## src/rtl/transpose_buffer_pp_pkg.sv

```systemverilog
// Shared types and helpers for the ping-pong transpose buffer.
package transpose_buffer_pkg;

  typedef enum logic {
    BANK_A = 1'b0,
    BANK_B = 1'b1
  } bank_sel_t;

  // Index width that stays at least one bit for degenerate sizes.
  function automatic int idx_width(input int n);
    return (n > 2) ? $clog2(n) : 1;
  endfunction

  function automatic bank_sel_t other_bank(input bank_sel_t b);
    return (b == BANK_A) ? BANK_B : BANK_A;
  endfunction

endpackage

```

## src/rtl/transpose_buffer_pp_if.sv

```systemverilog
// Row-in / column-out stream bundle of the transpose buffer.
interface transpose_buffer_pp_if
  import transpose_buffer_pkg::*;
#(
  parameter int WORD_WIDTH  = 16,
  parameter int FETCH_WIDTH = 4,
  parameter int NUM_ROWS    = 4
);
  localparam int COL_W = idx_width(FETCH_WIDTH);

  logic [FETCH_WIDTH*WORD_WIDTH-1:0] mem_data;
  logic                              mem_valid;
  logic                              mem_ready;
  logic [NUM_ROWS*WORD_WIDTH-1:0]    out_data;
  logic                              out_valid;
  logic                              out_ready;
  logic [COL_W-1:0]                  out_col;
  logic                              out_last;

  modport master (
    output mem_data, mem_valid, out_ready,
    input  mem_ready, out_data, out_valid, out_col, out_last
  );

  modport slave (
    input  mem_data, mem_valid, out_ready,
    output mem_ready, out_data, out_valid, out_col, out_last
  );

endinterface

```

## src/rtl/transpose_buffer_pp_bank.sv

```systemverilog
// One tile bank: whole-row write port, whole-column combinational read port.
module transpose_buffer_bank
  import transpose_buffer_pkg::*;
#(
  parameter int WORD_WIDTH  = 16,
  parameter int FETCH_WIDTH = 4,
  parameter int NUM_ROWS    = 4
) (
  input  logic                              clk,
  input  logic                              we,
  input  logic [idx_width(NUM_ROWS)-1:0]    wr_row,
  input  logic [FETCH_WIDTH*WORD_WIDTH-1:0] wr_data,
  input  logic [idx_width(FETCH_WIDTH)-1:0] rd_col,
  output logic [NUM_ROWS*WORD_WIDTH-1:0]    rd_data
);

  // Storage is deliberately unreset; the full flags qualify its contents.
  logic [WORD_WIDTH-1:0] mem [NUM_ROWS][FETCH_WIDTH];

  always_ff @(posedge clk) begin
    if (we) begin
      for (int i = 0; i < FETCH_WIDTH; i++) begin
        mem[wr_row][i] <= wr_data[i*WORD_WIDTH +: WORD_WIDTH];
      end
    end
  end

  always_comb begin
    rd_data = '0;
    for (int r = 0; r < NUM_ROWS; r++) begin
      rd_data[r*WORD_WIDTH +: WORD_WIDTH] = mem[r][rd_col];
    end
  end

endmodule

```

## src/rtl/transpose_buffer_pp.sv

```systemverilog
// Ping-pong transpose buffer: rows fill one bank while the other drains by column.
// Bank life cycle (only full[] is stored; the rest follows from the pointers):
//   state    | meaning
//   EMPTY    | !full, not being written or write pointer at row 0
//   FILLING  | !full, wr_sel points here with row_idx > 0
//   FULL     | full, rd_sel elsewhere or col_idx == 0
//   DRAINING | full, rd_sel points here with col_idx > 0
module transpose_buffer_pp
  import transpose_buffer_pkg::*;
#(
  parameter int WORD_WIDTH  = 16,
  parameter int FETCH_WIDTH = 4,
  parameter int NUM_ROWS    = 4
) (
  input logic                clk,
  input logic                rst_n,
  input logic                flush,
  transpose_buffer_pp_if.slave bus
);

  localparam int ROW_W = idx_width(NUM_ROWS);
  localparam int COL_W = idx_width(FETCH_WIDTH);
  localparam logic [ROW_W-1:0] ROW_LAST = ROW_W'(NUM_ROWS - 1);
  localparam logic [COL_W-1:0] COL_LAST = COL_W'(FETCH_WIDTH - 1);

  logic [1:0]       full;
  bank_sel_t        wr_sel;
  bank_sel_t        rd_sel;
  logic [ROW_W-1:0] row_idx;
  logic [COL_W-1:0] col_idx;

  logic wr_fire;
  logic rd_fire;
  logic we_a;
  logic we_b;
  logic [NUM_ROWS*WORD_WIDTH-1:0] col_a;
  logic [NUM_ROWS*WORD_WIDTH-1:0] col_b;

  assign bus.mem_ready = !full[wr_sel];
  assign bus.out_valid = full[rd_sel];
  assign bus.out_col   = col_idx;
  assign bus.out_last  = full[rd_sel] && (col_idx == COL_LAST);
  assign bus.out_data  = (rd_sel == BANK_B) ? col_b : col_a;

  assign wr_fire = bus.mem_valid && !full[wr_sel];
  assign rd_fire = full[rd_sel] && bus.out_ready;
  assign we_a    = wr_fire && !flush && (wr_sel == BANK_A);
  assign we_b    = wr_fire && !flush && (wr_sel == BANK_B);

  // Set and clear of full[] always target different banks, so both may fire together.
  always_ff @(posedge clk or negedge rst_n) begin
    if (!rst_n) begin
      full    <= '0;
      wr_sel  <= BANK_A;
      rd_sel  <= BANK_A;
      row_idx <= '0;
      col_idx <= '0;
    end else if (flush) begin
      full    <= '0;
      wr_sel  <= BANK_A;
      rd_sel  <= BANK_A;
      row_idx <= '0;
      col_idx <= '0;
    end else begin
      if (wr_fire) begin
        if (row_idx == ROW_LAST) begin
          row_idx      <= '0;
          full[wr_sel] <= 1'b1;
          wr_sel       <= other_bank(wr_sel);
        end else begin
          row_idx <= row_idx + ROW_W'(1);
        end
      end
      if (rd_fire) begin
        if (col_idx == COL_LAST) begin
          col_idx      <= '0;
          full[rd_sel] <= 1'b0;
          rd_sel       <= other_bank(rd_sel);
        end else begin
          col_idx <= col_idx + COL_W'(1);
        end
      end
    end
  end

  transpose_buffer_bank #(
    .WORD_WIDTH (WORD_WIDTH),
    .FETCH_WIDTH(FETCH_WIDTH),
    .NUM_ROWS   (NUM_ROWS)
  ) u_bank_a (
    .clk    (clk),
    .we     (we_a),
    .wr_row (row_idx),
    .wr_data(bus.mem_data),
    .rd_col (col_idx),
    .rd_data(col_a)
  );

  transpose_buffer_bank #(
    .WORD_WIDTH (WORD_WIDTH),
    .FETCH_WIDTH(FETCH_WIDTH),
    .NUM_ROWS   (NUM_ROWS)
  ) u_bank_b (
    .clk    (clk),
    .we     (we_b),
    .wr_row (row_idx),
    .wr_data(bus.mem_data),
    .rd_col (col_idx),
    .rd_data(col_b)
  );

endmodule
```

## src/flat_wrapper.sv

```systemverilog
// flat-port wrapper written by rule: the top's interface ports become plain ports
module transpose_buffer_pp_flat import transpose_buffer_pkg::*;
#(
  parameter int WORD_WIDTH  = 16,
  parameter int FETCH_WIDTH = 4,
  parameter int NUM_ROWS    = 4
)
  (clk, rst_n, flush, bus_mem_data, bus_mem_valid, bus_out_ready, bus_mem_ready, bus_out_data, bus_out_valid, bus_out_col, bus_out_last);
  transpose_buffer_pp_if #(.WORD_WIDTH(WORD_WIDTH), .FETCH_WIDTH(FETCH_WIDTH), .NUM_ROWS(NUM_ROWS)) bus_i ();
  input logic clk;
  input logic rst_n;
  input logic flush;
  input wire logic [$bits(bus_i.mem_data)-1:0] bus_mem_data;
  input wire logic [$bits(bus_i.mem_valid)-1:0] bus_mem_valid;
  input wire logic [$bits(bus_i.out_ready)-1:0] bus_out_ready;
  output wire logic [$bits(bus_i.mem_ready)-1:0] bus_mem_ready;
  output wire logic [$bits(bus_i.out_data)-1:0] bus_out_data;
  output wire logic [$bits(bus_i.out_valid)-1:0] bus_out_valid;
  output wire logic [$bits(bus_i.out_col)-1:0] bus_out_col;
  output wire logic [$bits(bus_i.out_last)-1:0] bus_out_last;
  assign bus_i.mem_data = bus_mem_data;
  assign bus_i.mem_valid = bus_mem_valid;
  assign bus_i.out_ready = bus_out_ready;
  assign bus_mem_ready = bus_i.mem_ready;
  assign bus_out_data = bus_i.out_data;
  assign bus_out_valid = bus_i.out_valid;
  assign bus_out_col = bus_i.out_col;
  assign bus_out_last = bus_i.out_last;
  transpose_buffer_pp #(.WORD_WIDTH(WORD_WIDTH), .FETCH_WIDTH(FETCH_WIDTH), .NUM_ROWS(NUM_ROWS)) u_core (.clk(clk), .rst_n(rst_n), .flush(flush), .bus(bus_i));
endmodule
```

## config.mk

```make
export PLATFORM = sky130hd
export DESIGN_NAME = transpose_buffer_pp_flat
export DESIGN_NICKNAME = d
export VERILOG_FILES = /design/src/rtl/transpose_buffer_pp_pkg.sv /design/src/rtl/transpose_buffer_pp_if.sv /design/src/rtl/transpose_buffer_pp_bank.sv /design/src/rtl/transpose_buffer_pp.sv /design/src/flat_wrapper.sv
export SDC_FILE = /design/constraint.sdc
export NUM_CORES = 1
export LEC_CHECK = 0
export BUFFER_PORTS_ARGS = -buffer_cell sky130_fd_sc_hd__buf_2
export CORE_MARGIN = 3
export CORE_UTILIZATION = 63
export DETAILED_ROUTE_END_ITERATION = 12
export MAX_ROUTING_LAYER = met4
export PLACE_DENSITY = 0.88
export SKIP_CTS_REPAIR_TIMING = 1
export SLEW_MARGIN = 20
export SYNTH_ARGS = -nofsm -noshare
export SYNTH_HDL_FRONTEND = slang
export SYNTH_SLANG_ARGS = --single-unit
```

## constraint.sdc

```tcl
create_clock -name clk -period 5.2 [get_ports clk]
set_clock_uncertainty 0.05 [all_clocks]
set_input_delay 0.26 -clock clk [delete_from_list [all_inputs] [get_ports clk]]
set_output_delay 0.26 -clock clk [all_outputs]
set_load 0.05 [all_outputs]
```

Word level (Yosys, flattened, before mapping):

Memories as Yosys holds them, arrays and structs flattened.
Cells that the tools add are included.

* bits in registers: 8
* RAM bits: 512
* input port bits: 69
* output and inout port bits: 69
* word-level logic and storage cells: 94
* memories kept: 2

* add/subtract/negate cells: 2
* order comparisons: 5
* eq/ne operators: 2
* mux-type cells: 57
* bitwise gates (word level): 5
* reduce and logical (&&, ||, !) cells: 16

Memories
* u_core.u_bank_a.mem: words 4, bits a word 64, rd ports 4, clocked after memory_dff 0, wr ports 1, line transpose_buffer_pp_bank.sv:18 `logic [WORD_WIDTH-1:0] mem [NUM_ROWS][FETCH_WIDTH];`
* u_core.u_bank_b.mem: words 4, bits a word 64, rd ports 4, clocked after memory_dff 0, wr ports 1, line transpose_buffer_pp_bank.sv:18

Operators by type and width (number)
* $bmux 16 s2: 8
* $mux 16: 16
* $mux 64: 1
* $mux 2: 12
* $mux 1: 18
* $logic_and 1x1->1: 8
* $reduce_bool 2->1: 4
* $add 2x1->2 const B: 2
* $eq 2x2->1 const B: 2
* $lt 1x2->1 const B: 2
* $reduce_and 2->1: 2
* $ge 3x3->1 const B: 1
* $not 2->3: 1
* $and 2x2->2: 1
* $demux 1 s1: 2
* $ge 1x1->1 const B: 2
* $logic_not 1->1: 2
* $not 2->2: 1
* $or 2x2->2: 1
* $not 1->1: 1

Logic depth before layout (Yosys ltp):

* depth after elaboration: 12
* depth in mapped cells: 5
* gate-level depth less buffers: 4

Cells and area by module:

A second synthesis with hierarchy kept.

* cells, all modules: 794
* area, all modules: 19884.1 um^2

By module, submodules not included
* transpose_buffer_bank: instances 2, cells an instance 338, area an instance 9341.5 um^2, seq. area each 7687.4 um^2
* transpose_buffer_pp: instances 1, cells an instance 118, area an instance 1201.2 um^2, seq. area each 200.2 um^2

Worst setup path before layout:

Ideal clock, no wire load.

* path kind: input-to-reg
* start: input flush
* end: memory u_core.u_bank_b.mem[0][0] in the netlist's numbering (enable)
* setup time: 429 ps
* arrival time: 2475 ps
* required time: 4721 ps
* setup slack: 2246 ps
* stages: 3
* path buffers: 1
* cell sequence: clkbuf_1 > nor4bb_1 > and2_1

* word-level cells in the longest chain between the ends: 5

Ends and longest elaborated chain
* start: declaration: line flat_wrapper.sv:12 `input logic flush;`
* $logic_not 1->1: line transpose_buffer_pp.sv:48 `assign we_b = wr_fire && !flush && (wr_sel == BANK_B);`
* $logic_and 1x1->1 (2 in a row): line transpose_buffer_pp.sv:48
* $mux 1: line transpose_buffer_pp_bank.sv:21 `if (we) begin`
* $mux 1 (not written as such): line transpose_buffer_pp_bank.sv:23 `mem[wr_row][i] <= wr_data[i*WORD_WIDTH +: WORD_WIDTH];`
* end: declaration: line transpose_buffer_pp_bank.sv:18

Every way passes these cells.

Worst setup path after layout:

* start: register u_core.col_idx[1], in the netlist u_core.bus.out_col[1]
* end: output bus_out_data[39]

* word-level cells in the longest chain between the ends: 5
* elaborated cells between the ends (all ways): 8
* those cells by class: mux (7); bitwise (1)

Ends and longest elaborated chain
* start: declaration: line transpose_buffer_pp.sv:30 `logic [COL_W-1:0] col_idx;`
* start signal: assignment: line transpose_buffer_pp.sv:80 `col_idx <= col_idx + COL_W'(1);`
* $not 2->3 (not written as such) *: line transpose_buffer_pp_bank.sv:31 `rd_data[r*WORD_WIDTH +: WORD_WIDTH] = mem[r][rd_col];`
* $bmux 16 s2: line transpose_buffer_pp_bank.sv:31
* $mux 16 (not written as such) (2 in a row): line transpose_buffer_pp_bank.sv:31
* $mux 64 *: line transpose_buffer_pp.sv:43 `assign bus.out_data = (rd_sel == BANK_B) ? col_b : col_a;`
* end: declaration: line flat_wrapper.sv:17 `output wire logic [$bits(bus_i.out_data)-1:0] bus_out_data;`

Every way passes the cells marked *; elsewhere a longest branch is shown, timed or not. The select of a mux whose other input is x is not followed.

==> impl_metrics.env <==
export IMPL_rsz0062_at_grt="false"
export IMPL_crit_type="reg2out"
export IMPL_dieArea_mm2=0.0335
export IMPL_hp_start="bus_mem_data[18]"
export IMPL_dieWidth_um=183
export IMPL_fmax_ghz=0.288
export IMPL_core_mm2=0.0307
export IMPL_synth_top_family_by_area="multiplexers"
export IMPL_ir_worst_vdd_uv=483
export IMPL_layout_nets=1091
export IMPL_maxSlewHeadroom_pct=29.0
export IMPL_timing_setup_tns_ns=0
export IMPL_yosys_top_cells_area="edfxtp_1, mux4_2, mux2_2, dfrtp_1, buf_6"
export IMPL_numCtsBuffers=50
export IMPL_overflow=0
export IMPL_vias=9183
export IMPL_power_leakage_nw=7.39
export IMPL_min_period_ns=3.47
export IMPL_endpoint_kind="primary output"
export IMPL_finalHoldViolCount=17
export IMPL_port_buffers=137
export IMPL_critPathMaxFanout=78
export IMPL_firstDrtPassIters=5
export IMPL_synth_compound_area_share_pct=0.393
export IMPL_clk_latency_ns=0.53
export IMPL_cp_startpoint="u_core.bus.out_col[1]"
export IMPL_worstMarginPinSlew_ns=1.07
export IMPL_grtUsageTotal_pct=24.5
export IMPL_crit_required_ns=4.89
export IMPL_period_share_pct=66.8
export IMPL_grt_pass1_vias=9449
export IMPL_synthCells=796
export IMPL_syn_nets=870
export IMPL_cp_start_kind="flop"
export IMPL_drt_vias_per_instance=6.32
export IMPL_synthAdderAreaFrac_pct=0.317
export IMPL_ys_seq_area_share_pct=78.9
export IMPL_synth_xor_area_share_pct=0
export IMPL_fin_hold_ws_ns=-0.0162
export IMPL_clkSlewWorstSetupHoldPaths_ns=0.06
export IMPL_dpl_hpwl_um=19500
export IMPL_final_cell_mix="edfxtp_1, buf_2, mux4_2, dlygate4sd3_1, mux2_2"
export IMPL_num_rows=64
export IMPL_final_core_util_pct=74.9
export IMPL_wl_per_cell_um=27.0
export IMPL_drive_gt1_share_pct=39.6
export IMPL_ys_types=31
export IMPL_drt_initial_drc_count=872
export IMPL_r2r_start="u_core.rd_sel"
export IMPL_powerDensity_mw_per_mm2=370
export IMPL_cts_tree="built"
export IMPL_htreeDepth=2
export IMPL_avgSynthCellArea_um2=24.8
export IMPL_synthMuxAreaShare_pct=18.3
export IMPL_synth_top_area_share_pct=77.8
export IMPL_grt_max_degree=79
export IMPL_cts_buffer_depth=3
export IMPL_hp_class="in2reg"
export IMPL_yosys_warnings=0
export IMPL_grt_pass1_wl_um=59200
export IMPL_remaining_drc_errors=0
export IMPL_post_dp_cell_area_mm2=0.0208
export IMPL_violations="hold timing"
export IMPL_status="finished, violations left"
export IMPL_gp_congestion=0.758
export IMPL_synthSimpleGateAreaFrac_pct=0.735
export IMPL_drv_slew=0
export IMPL_worst_ep_arrival_time_ns=3.16
export IMPL_antenna_found_initial=1
export IMPL_synth_largest_area_cell="edfxtp_1"
export IMPL_synth_area_mm2=0.0198
export IMPL_setup_viol=0
export IMPL_nFillCells=1646
export IMPL_final_common_cell="edfxtp_1"
export IMPL_die_h_um=183
export IMPL_p_total_mw=8.53
export IMPL_io_pins=138
export IMPL_final_design_area_no_fill_mm2=0.0230
export IMPL_initial_core_util_pct=64.2
export IMPL_antenna_left=0
export IMPL_clock_sinks=520
export IMPL_ys_ff_latch=520
export IMPL_wirelength_um=39200
export IMPL_drv_cap=0
export IMPL_cts_root_buf="clkbuf_16"
export IMPL_area_delta_synth_final_pct=16.7
worst max-delay path, stage by stage (launching register included):
cell and delay, ns:
dfrtp_4 0.84, buf_12 0.58, mux4_2 0.63, mux2_2 0.28, buf_2 0.21
through the flow:
stage | hold WS [ns] | std cells | setup WS [ns]
global route | -0.00705 | 1454 | 1.49
floorplan | -0.0856 | 796 | 2.25
global placement | 0.0641 | 1296 | 2.24
finish | -0.0162 | 1454 | 1.73
CTS | -0.517 | 1388 | 1.61
detailed placement | 0.0591 | 1296 | 2.20
path summary, 6_finish.rpt:
| path | endpoint | slack, ns | cells past startpoint |
|---|---|---|---|
| max | bus_out_data[39] | 1.73 | 4 |
| min | u_core.u_bank_a.mem[3][34] | -0.02 | 1 |
| max reg2reg | u_core.bus.out_col[1] | 2.23 | 6 |
| min reg2reg | u_core.row_idx[0] | 0.58 | 3 |
| max in group asynchronous | u_core.bus.out_col[0] | 4.86 | 2 |
| min in group asynchronous | u_core.rd_sel | 0.05 | 2 |
registers in the layout (all words and copies together) (netlist names):
signal               flops
u_core.full              2
u_core.u_bank_b.mem    256
u_core.u_bank_a.mem    256
u_core.rd_sel            1
u_core.row_idx           2
u_core.bus.out_col       2
u_core.wr_sel            1
power by group:
part	switching (mW)	internal (mW)
sequential	0.0174	4.67
clock	1.48	2.09
combinational	0.185	0.0970
total	1.68	6.85
per-layer routing:
layer / share of wire, % / GRT usage, % / up-vias
li1: - / - / 3859
met1: 40 / 34.1 / 4821
met2: 51 / 38.5 / 419
met3: 6.4 / 4.50 / 84
met4: 2.8 / 7.43 / 0
met5: 0 / - / -
final cells by class:
cell class                      count  area [um^2]  area share, %
Sequential cell                   520        15600           67.6
Multi-Input combinational cell    234         3930           17.0
Timing Repair Buffer              206         1390           6.04
Clock buffer                       55         1290           5.60
Tap cell                          396          495           2.15
Clock inverter                     37          332           1.44
Inverter                            5         18.8         0.0814
Antenna cell                        1         2.50         0.0109
synthesized netlist by cell type:
library cell,n
or4_1,1
nor2_1,3
nand3b_1,1
a211o_1,1
buf_6,11
a22oi_1,1
edfxtp_1,512
and4_1,1
a211oi_1,1
nor3_1,2
mux2i_1,2
dfrtp_1,8
a21oi_1,2
nor4bb_1,1
a31oi_1,1
mux2_2,64
and2_1,9
mux4_2,128
buf_2,15
buf_4,2
nand3_1,3
clkbuf_1,9
ha_1,5
a32oi_1,1
nand2_1,1
nor4b_1,1
o21ai_0,2
a41o_1,1
o22a_1,1
nor2b_1,1
inv_1,5
cells by family (layout without fill, tap and decap cells):
logic type	Yosys count	in the layout
other cells	0	1
simple gates	24	24
fa+ha+maj	5	5
buf+inv	42	303
flops	520	520
compound gates	11	11
mux	194	194
Note: power is estimated with default switching activity, not from simulation.
